===== src/rtl/uart_tx_serializer_pkg.sv =====
// ============================================================================
// Module   : uart_pkg
// Brief    : Shared types and constants for the UART TX serializer.
//            The PARITY state exists in the enum but is only reachable
//            when UART_TX_PARITY_EN is defined.
// Revision : 1.0 - initial release
// ============================================================================
`default_nettype none

package uart_pkg;

    localparam int c_OVERSAMPLE = 16;
    localparam int c_DATA_BITS  = 8;
    localparam int c_STOP_BITS  = 1;

    localparam logic c_IDLE_LVL  = 1'b1;
    localparam logic c_START_LVL = 1'b0;

    typedef enum logic [2:0] {
        IDLE   = 3'd0,
        READ   = 3'd1,
        LOAD   = 3'd2,
        START  = 3'd3,
        DATA   = 3'd4,
        PARITY = 3'd5,
        STOP   = 3'd6
    } state_t;

endpackage

`default_nettype wire


===== src/rtl/uart_tx_serializer_baud_tick.sv =====
// ============================================================================
// Module   : uart_baud_tick
// Brief    : Oversample tick counter; pulses o_bit_done on the last cycle of
//            every OVERSAMPLE-cycle bit period. Cleared by i_restart.
// Revision : 1.0 - initial release
// ============================================================================
`default_nettype none

module uart_baud_tick
    import uart_pkg::*;
#(
    parameter int OVERSAMPLE = c_OVERSAMPLE
) (
    input  logic clk,
    input  logic rst,
    input  logic i_restart,
    input  logic i_enable,
    output logic o_bit_done
);

    localparam int                  c_TICK_W   = $clog2(OVERSAMPLE);
    localparam logic [c_TICK_W-1:0] c_TICK_MAX = c_TICK_W'(OVERSAMPLE - 1);

    logic [c_TICK_W-1:0] r_tick;
    logic                w_at_max;

    assign w_at_max = (r_tick == c_TICK_MAX);

    always_ff @(posedge clk) begin
        if (rst || i_restart) begin
            r_tick <= '0;
        end else if (i_enable) begin
            r_tick <= w_at_max ? '0 : r_tick + 1'b1;
        end
    end

    assign o_bit_done = i_enable && w_at_max;

endmodule

`default_nettype wire


===== src/rtl/uart_tx_serializer.sv =====
// ============================================================================
// Module   : uart_tx_serializer
// Brief    : Pops bytes from a non-show-ahead TX FIFO and serializes them as
//            8N1 frames (8E1 when UART_TX_PARITY_EN is defined), LSB first.
// Revision : 1.0 - initial release
// ============================================================================
`default_nettype none

module uart_tx_serializer
    import uart_pkg::*;
#(
    parameter int OVERSAMPLE = c_OVERSAMPLE,
    parameter int DATA_BITS  = c_DATA_BITS,
    parameter int STOP_BITS  = c_STOP_BITS
) (
    input  logic                 uart_clk,
    input  logic                 rst_n,
    input  logic                 tf_empty,
    input  logic [DATA_BITS-1:0] tf_data,
    output logic                 tf_rdreq,
    output logic                 uart_txd
);

    localparam int                 c_BIT_W     = $clog2(DATA_BITS);
    localparam logic [c_BIT_W-1:0] c_LAST_DATA = c_BIT_W'(DATA_BITS - 1);
    localparam logic [c_BIT_W-1:0] c_LAST_STOP = c_BIT_W'(STOP_BITS - 1);

    state_t               r_state;
    logic [DATA_BITS-1:0] r_shreg;
    logic [c_BIT_W-1:0]   r_bit_cnt;
    logic                 r_txd;
    logic                 r_rdreq;
`ifdef UART_TX_PARITY_EN
    logic                 r_parity;
`endif

    logic w_bit_done;
    logic w_tick_restart;
    logic w_tick_enable;

    // The bit period starts on the LOAD edge, the same edge the start level is driven.
    assign w_tick_restart = (r_state == LOAD);
    assign w_tick_enable  = (r_state == START) || (r_state == DATA) ||
                            (r_state == PARITY) || (r_state == STOP);

    uart_baud_tick #(
        .OVERSAMPLE (OVERSAMPLE)
    ) u_baud_tick (
        .clk        (uart_clk),
        .rst        (rst_n),
        .i_restart  (w_tick_restart),
        .i_enable   (w_tick_enable),
        .o_bit_done (w_bit_done)
    );

    always_ff @(posedge uart_clk) begin
        if (rst_n) begin
            r_state   <= IDLE;
            r_txd     <= c_IDLE_LVL;
            r_rdreq   <= 1'b0;
            r_shreg   <= '0;
            r_bit_cnt <= '0;
`ifdef UART_TX_PARITY_EN
            r_parity  <= 1'b0;
`endif
        end else begin
            r_rdreq <= 1'b0;
            case (r_state)
                IDLE: begin
                    r_txd <= c_IDLE_LVL;
                    if (!tf_empty) begin
                        r_state <= READ;
                        r_rdreq <= 1'b1;
                    end
                end

                READ: begin
                    r_state <= LOAD;
                end

                // FIFO read data is valid here, one cycle after the strobe.
                LOAD: begin
                    r_shreg   <= tf_data;
`ifdef UART_TX_PARITY_EN
                    r_parity  <= ^tf_data;
`endif
                    r_txd     <= c_START_LVL;
                    r_bit_cnt <= '0;
                    r_state   <= START;
                end

                START: begin
                    if (w_bit_done) begin
                        r_txd   <= r_shreg[0];
                        r_shreg <= r_shreg >> 1;
                        r_state <= DATA;
                    end
                end

                DATA: begin
                    if (w_bit_done) begin
                        if (r_bit_cnt == c_LAST_DATA) begin
                            r_bit_cnt <= '0;
`ifdef UART_TX_PARITY_EN
                            r_txd     <= r_parity;
                            r_state   <= PARITY;
`else
                            r_txd     <= c_IDLE_LVL;
                            r_state   <= STOP;
`endif
                        end else begin
                            r_bit_cnt <= r_bit_cnt + 1'b1;
                            r_txd     <= r_shreg[0];
                            r_shreg   <= r_shreg >> 1;
                        end
                    end
                end

`ifdef UART_TX_PARITY_EN
                PARITY: begin
                    if (w_bit_done) begin
                        r_txd   <= c_IDLE_LVL;
                        r_state <= STOP;
                    end
                end
`endif

                // Chaining straight into READ keeps the inter-frame gap at two cycles.
                STOP: begin
                    if (w_bit_done) begin
                        if (r_bit_cnt == c_LAST_STOP) begin
                            r_bit_cnt <= '0;
                            if (!tf_empty) begin
                                r_state <= READ;
                                r_rdreq <= 1'b1;
                            end else begin
                                r_state <= IDLE;
                            end
                        end else begin
                            r_bit_cnt <= r_bit_cnt + 1'b1;
                        end
                    end
                end

                default: begin
                    r_state <= IDLE;
                    r_txd   <= c_IDLE_LVL;
                end
            endcase
        end
    end

    assign uart_txd = r_txd;
    assign tf_rdreq = r_rdreq;

endmodule

`default_nettype wire


===== config.mk =====
export PLATFORM = sky130hd
export DESIGN_NAME = uart_tx_serializer
export DESIGN_NICKNAME = d
export VERILOG_FILES = /design/src/rtl/uart_tx_serializer_pkg.sv /design/src/rtl/uart_tx_serializer_baud_tick.sv /design/src/rtl/uart_tx_serializer.sv
export SDC_FILE = /design/constraint.sdc
export NUM_CORES = 1
export LEC_CHECK = 0
export ABC_AREA = 1
export CAP_MARGIN = 20
export CORE_UTILIZATION = 55
export CTS_CLUSTER_DIAMETER = 50
export DETAILED_ROUTE_END_ITERATION = 8
export GPL_TIMING_DRIVEN = 1
export HOLD_SLACK_MARGIN = 0.15
export PLACE_DENSITY = 0.8
export SYNTH_ARGS = -nofsm -noshare
export SYNTH_HDL_FRONTEND = slang
export SYNTH_SLANG_ARGS = --single-unit
export TNS_END_PERCENT = 10

===== constraint.sdc =====
create_clock -name uart_clk -period 2.6 [get_ports uart_clk]
set_input_delay 0.26 -clock uart_clk [delete_from_list [all_inputs] [get_ports uart_clk]]
set_output_delay 0.26 -clock uart_clk [all_outputs]
set_load 0.05 [all_outputs]

==> results.cfg, run 1 <==
[run_status]
status = finished, final reports clean

[yosys]
synth-main-ff-cell = dfxtp_1
synth.largest_area_cell = dfxtp_1
synth_fp_nets = 199
synthesis.area_sq_um = 1190
ys_ff_latch = 20
yosysSeqAreaShare_pct = 33.5
yosys.cell_count.top_type = nand2_1
avg_inst_size_synth_sq_um = 6.49
yosys_warnings = 0
synth_edf_count = 0
syn-instance-count = 184
post_synth_main_area_contributors = dfxtp_1, nand2_1, nor2_1, inv_1, nand3_1
synthDominantCellAreaShare_pct = 33.5
synth_commonest_cells = nand2_1, nor2_1, inv_1
async_set_or_reset_flop_fraction_in_the_synthesized_netlist_pct = 0
synth.lib_cells_used.distinct = 24

[die]
die_h_um = 48.6
initial_core_util_pct = 59.7
floorplan.core_area_sq_um = 2000
pin_count = 13
placement_rows = 16
dieArea_sq_um = 2360
die-width_um = 48.6

[clock_network]
cts_sinks = 20
cts.repair_timing.setup_buffer_count = 0
clock_tree_from_tritoncts = yes
post_cts_resized = 0
cts_buffers = 3
post_cts_hold_buffer_count = 0
clk_transition_reported_paths_ns = 0.12
cts_max_level = 1
cts_root_buf = clkbuf_4
maximum_buffer_depth_of_the_clock_tree = 2
clock_latency_ns = 0.31

[global_route]
grt_antenna_before_repair = 0
wire_length_of_the_first_global_routing_pass_mm = 3.87
grt_pass1_vias = 980
grt_start_max_net_pins = 16
grt_remaining_overflow = 0
globalRouteTotalUtil_pct = 20.6

[drt]
routed_wl_mm = 2.35
drc_violation_count_after_routing = 0
drtAntennaViolNets = 0
vias = 1128
detailed_route_iter0_violations = 29
detail_route.wl_per_cell_um = 10.6
route.detailed.vias_per_inst = 5.08
first_pass_iters = 4

[place]
post_dp_cell_area_sq_um = 1310
gp_routability_congestion = 0.941
placement.io_buffers = 12
post-dp-hpwl_mm = 1.80
dpl.cell_count = 218

[sta]
grt_setup_unrepaired = false
tightestPinTransition_ns = 0.490
skew_ns = 0.00238
final_min_period_over_clock_period_pct = 66.3
final.setup.tns_ns = 0
slew_headroom_pct = 67.2
final_max_slew_viol_count = 0
report.final.hold_viol_count = 0
clock.fmax_mhz = 580
hold_slack_ns = 0.491
time_the_final_worst_path_needs_with_i_o_delays_and_setup_ns = 1.72
setup_viol_count_final = 0

[critical_path]
startpoint_type = flop
crit_fanout = 2
timing_worst_setup_path_type = flop to output pin
crit_path_cell_trace = clkdlybuf4s50_1
critical_path_arrival_ns = 1.46
critical-path-max-stage-delay_ns = 0.80
worst_path_dominant_cell_family = buffers and inverters
cp_slowest_cell = clkdlybuf4s50_1
end_kind = output pin
cp_num_buf_inv = 1
timing.critical_path.required_ns = 2.34

[final_layout]
post_route_cells_drive_above_1_share_pct = 9.23
antennaDiodeCount = 0
finalNetCount = 211
num-fill-cells = 183
area_growth_syn_to_layout_pct = 14.0
area_of_all_placed_cells_without_fillers_sq_um = 1360
final_cell_count_no_fill = 222

[run]
drv_cap = 0

[worst_hold_path]
min_path_type = flop to flop

[pwr]
peakVddDrop_mv = 0.798
combPwrFrac_pct = 50.8
share_of_power_burned_in_registers_pct = 32.2
total_power_w = 0.00153
power_density_nw_per_um2 = 1120
leakage_nw = 0.677
clockPowerShare_pct = 17.1
switchingPower_w = 0.000702
internal_power_component_w = 0.000830
share_of_total_power_consumed_by_net_switching_pct = 45.8
==> worst paths after layout <==
path | end | start | cells past startpoint | slack [ns]
worst min register to register | r_shreg[7] | r_shreg[7] | 2 | 0.49
worst max-delay path | uart_txd | uart_txd | 1 | 0.88
worst max register to register | u_baud_tick.r_tick[3] | r_state[0] | 8 | 1.03
worst min-delay path | r_shreg[7] | r_shreg[7] | 2 | 0.49
==> flip-flops by register name, indices dropped and copies added, names as in the netlist <==
register / count
tf_rdreq: 1
u_baud_tick.r_tick: 4
r_state: 3
uart_txd: 1
r_bit_cnt: 3
r_shreg: 8
==> per-stage QoR <==
stage	setup slack, ns	utilization, %
finish	0.876	68.1
global route	0.841	68.1
CTS	0.878	68.1
detailed placement	0.927	65.4
global placement	0.965	65.4
floorplan	1.26	-
==> cell type report <==
class	count	area, sq um	area share (%)
Clock buffer	3	22.5	1.65
Clock inverter	1	30.0	2.20
Inverter	25	93.8	6.89
Multi-Input combinational cell	134	662	48.6
Sequential cell	20	400	29.4
Tap cell	27	33.8	2.48
Timing Repair Buffer	12	120	8.82
==> tightest hold or removal path: stages, from the launching register on <==
cell and delay (ns):
dfxtp_1 0.34, nand2_1 0.06, a21oi_1 0.06
==> routing by layer <==
layer | track usage, % | wire length [um] | vias up
met3 | 2.83 | 76 | 5
met1 | 23.7 | 1100 | 497
met2 | 39.1 | 1140 | 24
li1 | - | - | 602
met5 | 0 | 0 | -
met4 | 5.88 | 30 | 0
==> cells in the final DEF, fill, tap and decap left out, drive strengths merged <==
cell / count
clkbuf: 3
dfxtp: 20
nand3: 16
bufinv: 1
a21oi: 11
nand2: 54
inv: 25
nor3: 2
clkdlybuf4s50: 12
o21ai: 13
nand3b: 1
nor2: 30
ha: 4
nand4: 2
a31oi: 1
==> logic make-up (layout without fill, tap and decap cells) <==
| kind of cell | count (synthesis) | in the layout | synth area share (%) |
|---|---|---|---|
| buffers and inverters | 30 | 41 | 11.1 |
| AO/OA/AOI/OAI | 25 | 25 | 10.6 |
| flip-flops | 20 | 20 | 33.5 |
| AND/OR/NAND/NOR | 105 | 105 | 40.6 |
| adder cells (fa/ha/maj) | 4 | 4 | 4.19 |
==> power by group through the flow <==
stage | Clock [W] | Sequential [W] | Combinational (W)
floorplan | 0 | 0.000476 | 0.000696
global placement | 0 | 0.000497 | 0.000758
detailed placement | 0 | 0.000497 | 0.000774
CTS | 0.000265 | 0.000490 | 0.000778
global route | 0.000272 | 0.000501 | 0.000887
finish | 0.000261 | 0.000493 | 0.000778
Power figures use the tool's default switching activity.
==> inputs of run 2 (changes only) <==
==> constraint.sdc (replaced) <==
create_clock -name uart_clk -period 1.6 [get_ports uart_clk]
set_input_delay 0.16 -clock uart_clk [delete_from_list [all_inputs] [get_ports uart_clk]]
set_output_delay 0.16 -clock uart_clk [all_outputs]
set_load 0.05 [all_outputs]
==> run 2 against run 1 <==
Final cell count up 0.90%. First-iteration DRC count shrank 59%. Clock skew is 0.0011 ns lower. Die area stayed put. Non-clock buffer count is 3 higher. Worst hold slack got worse by 0.025 ns.
==> results.cfg, run 2 (same netlist as run 1, synthesis figures left out) <==
[final_layout]
area_growth_syn_to_layout_pct = 13.9
largest_register_ffs = 8
finalNetCount = 214
antennaDiodeCount = 0
layout_commonest_cell = nand2_1
commonest_non_fill_non_tap_cells_in_the_layout = nand2_1, nor2_1, inv_1
top_register = r_shreg
post_route_cells_drive_above_1_share_pct = 11.7
final_cell_count_no_fill = 224
largestRegisters = r_shreg x8, u_baud_tick.r_tick x4

[run_status]
status = finished, final reports clean

[pwr]
share_of_power_burned_in_registers_pct = 34.2
switchingPower_w = 0.00113
share_of_total_power_consumed_by_net_switching_pct = 48.4
combPwrFrac_pct = 55.6
power_density_nw_per_um2 = 1710
total_power_w = 0.00233
leakage_nw = 0.695
internal_power_component_w = 0.00120
clockPowerShare_pct = 10.2
peakVddDrop_mv = 1.21

[critical_path]
startpoint_type = flop
timing.critical_path.required_ns = 1.80
timing_worst_setup_path_type = flop to flop
crit_fanout = 8
end_kind = flop
critical_path_arrival_ns = 1.64

[die]
die_h_um = 48.6
pin_count = 13
dieArea_sq_um = 2360
initial_core_util_pct = 59.7
die-width_um = 48.6
floorplan.core_area_sq_um = 2000
placement_rows = 16

[clock_network]
cts_sinks = 20
cts_root_buf = clkbuf_4
clk_transition_reported_paths_ns = 0.11
cts_max_level = 1
clock_latency_ns = 0.29
cts_buffers = 3
cts.repair_timing.setup_buffer_count = 0
maximum_buffer_depth_of_the_clock_tree = 2
clock_tree_from_tritoncts = yes

[sta]
setup_viol_count_final = 0
final_min_period_over_clock_period_pct = 89.8
tightestPinTransition_ns = 0.501
final.setup.tns_ns = 0
skew_ns = 0.00129
slew_headroom_pct = 66.6
hold_slack_ns = 0.466
grt_setup_unrepaired = false
final_max_slew_viol_count = 0
time_the_final_worst_path_needs_with_i_o_delays_and_setup_ns = 1.44
final.setup.worst_slack_ns = 0.163
report.final.hold_viol_count = 0
clock.fmax_mhz = 696

[drt]
route.detailed.vias_per_inst = 4.98
detail_route.wl_per_cell_um = 10.6
drc_violation_count_after_routing = 0
first_pass_iters = 4
vias = 1116
drtAntennaViolNets = 0
routed_wl_mm = 2.38
detailed_route_iter0_violations = 12

[place]
post-dp-hpwl_mm = 1.88
dpl.cell_count = 221
gp_routability_congestion = 0.972
detailedPlace.worstSlack_ns = 0.0737
placement.io_buffers = 12

[global_route]
wire_length_of_the_first_global_routing_pass_mm = 4.11
grt_remaining_overflow = 0
globalRouteTotalUtil_pct = 22.0
grt_pass1_vias = 986
grt_antenna_before_repair = 0
grt_start_max_net_pins = 16

[worst_hold_path]
min_path_type = primary input to flop

[run]
drv_cap = 0
[run 2: cell types whose count changed in the layout (fill, tap and decap cells not counted), sizes merged]
cell	delta
buf	+4
bufinv	-1
clkdlybuf4s50	-2
dlymetal6s2s	+1
[run 2: layout make-up]
class / instances / area (sq um)
Inverter: 25 / 93.8
Multi-Input combinational cell: 134 / 667
Clock buffer: 3 / 22.5
Tap cell: 27 / 33.8
Fill cell: 180 / 641
Timing Repair Buffer: 15 / 143
Sequential cell: 20 / 402
[run 2: critical path, stage by stage (launching register included)]
cell	delay, ns
dfxtp_1	0.39
ha_1	0.22
nand3_2	0.19
nand2_1	0.12
nand2_1	0.06
inv_1	0.07
nand3_1	0.11
nor2_1	0.12
nor2_1	0.06
[run 2: final timing paths]
check	from	to	slack, ns	depth (start not counted)
setup / recovery	u_baud_tick.r_tick[0]	r_state[1]	0.16	8
hold / removal	tf_data[7]	r_shreg[7]	0.47	3
hold reg to reg	r_shreg[7]	r_shreg[7]	0.47	2
setup reg to reg	u_baud_tick.r_tick[0]	r_state[1]	0.16	8
[run 2: metal layers]
metal / up-vias / global-route usage (%) / wire length (um) / part of all wire, %
li1: 605 / - / - / -
met1: 498 / 28.0 / 1140 / 48
met2: 11 / 38.9 / 1180 / 49
met3: 2 / 2.83 / 50 / 2.1
met4: 0 / 5.88 / 12 / 0.50
met5: - / 0 / 0 / 0
[run 2: stage by stage]
stage | util [%] | area, sq um
detailed placement | 66.4 | 1330
global route | 68.0 | 1360
floorplan | - | 1190
CTS | 67.6 | 1350
finish | 68.0 | 1360
global placement | 66.4 | 1330
[run 2: what timing repair did]
item	4_1_cts	5_1_grt
hold buffers	0	0
resized for setup	0	5
hold endpoints to repair	0	0
endpoints found under the setup margin	0	21
[run 2: power groups by stage]
stage	combinational (W)	clock (W)	sequential, W
after floorplan	0.00113	0	0.000773
after global placement	0.00126	0	0.000799
after detailed placement	0.00129	0	0.000806
after CTS	0.00129	0.000241	0.000794
after global routing	0.00148	0.000270	0.000819
final	0.00129	0.000238	0.000796
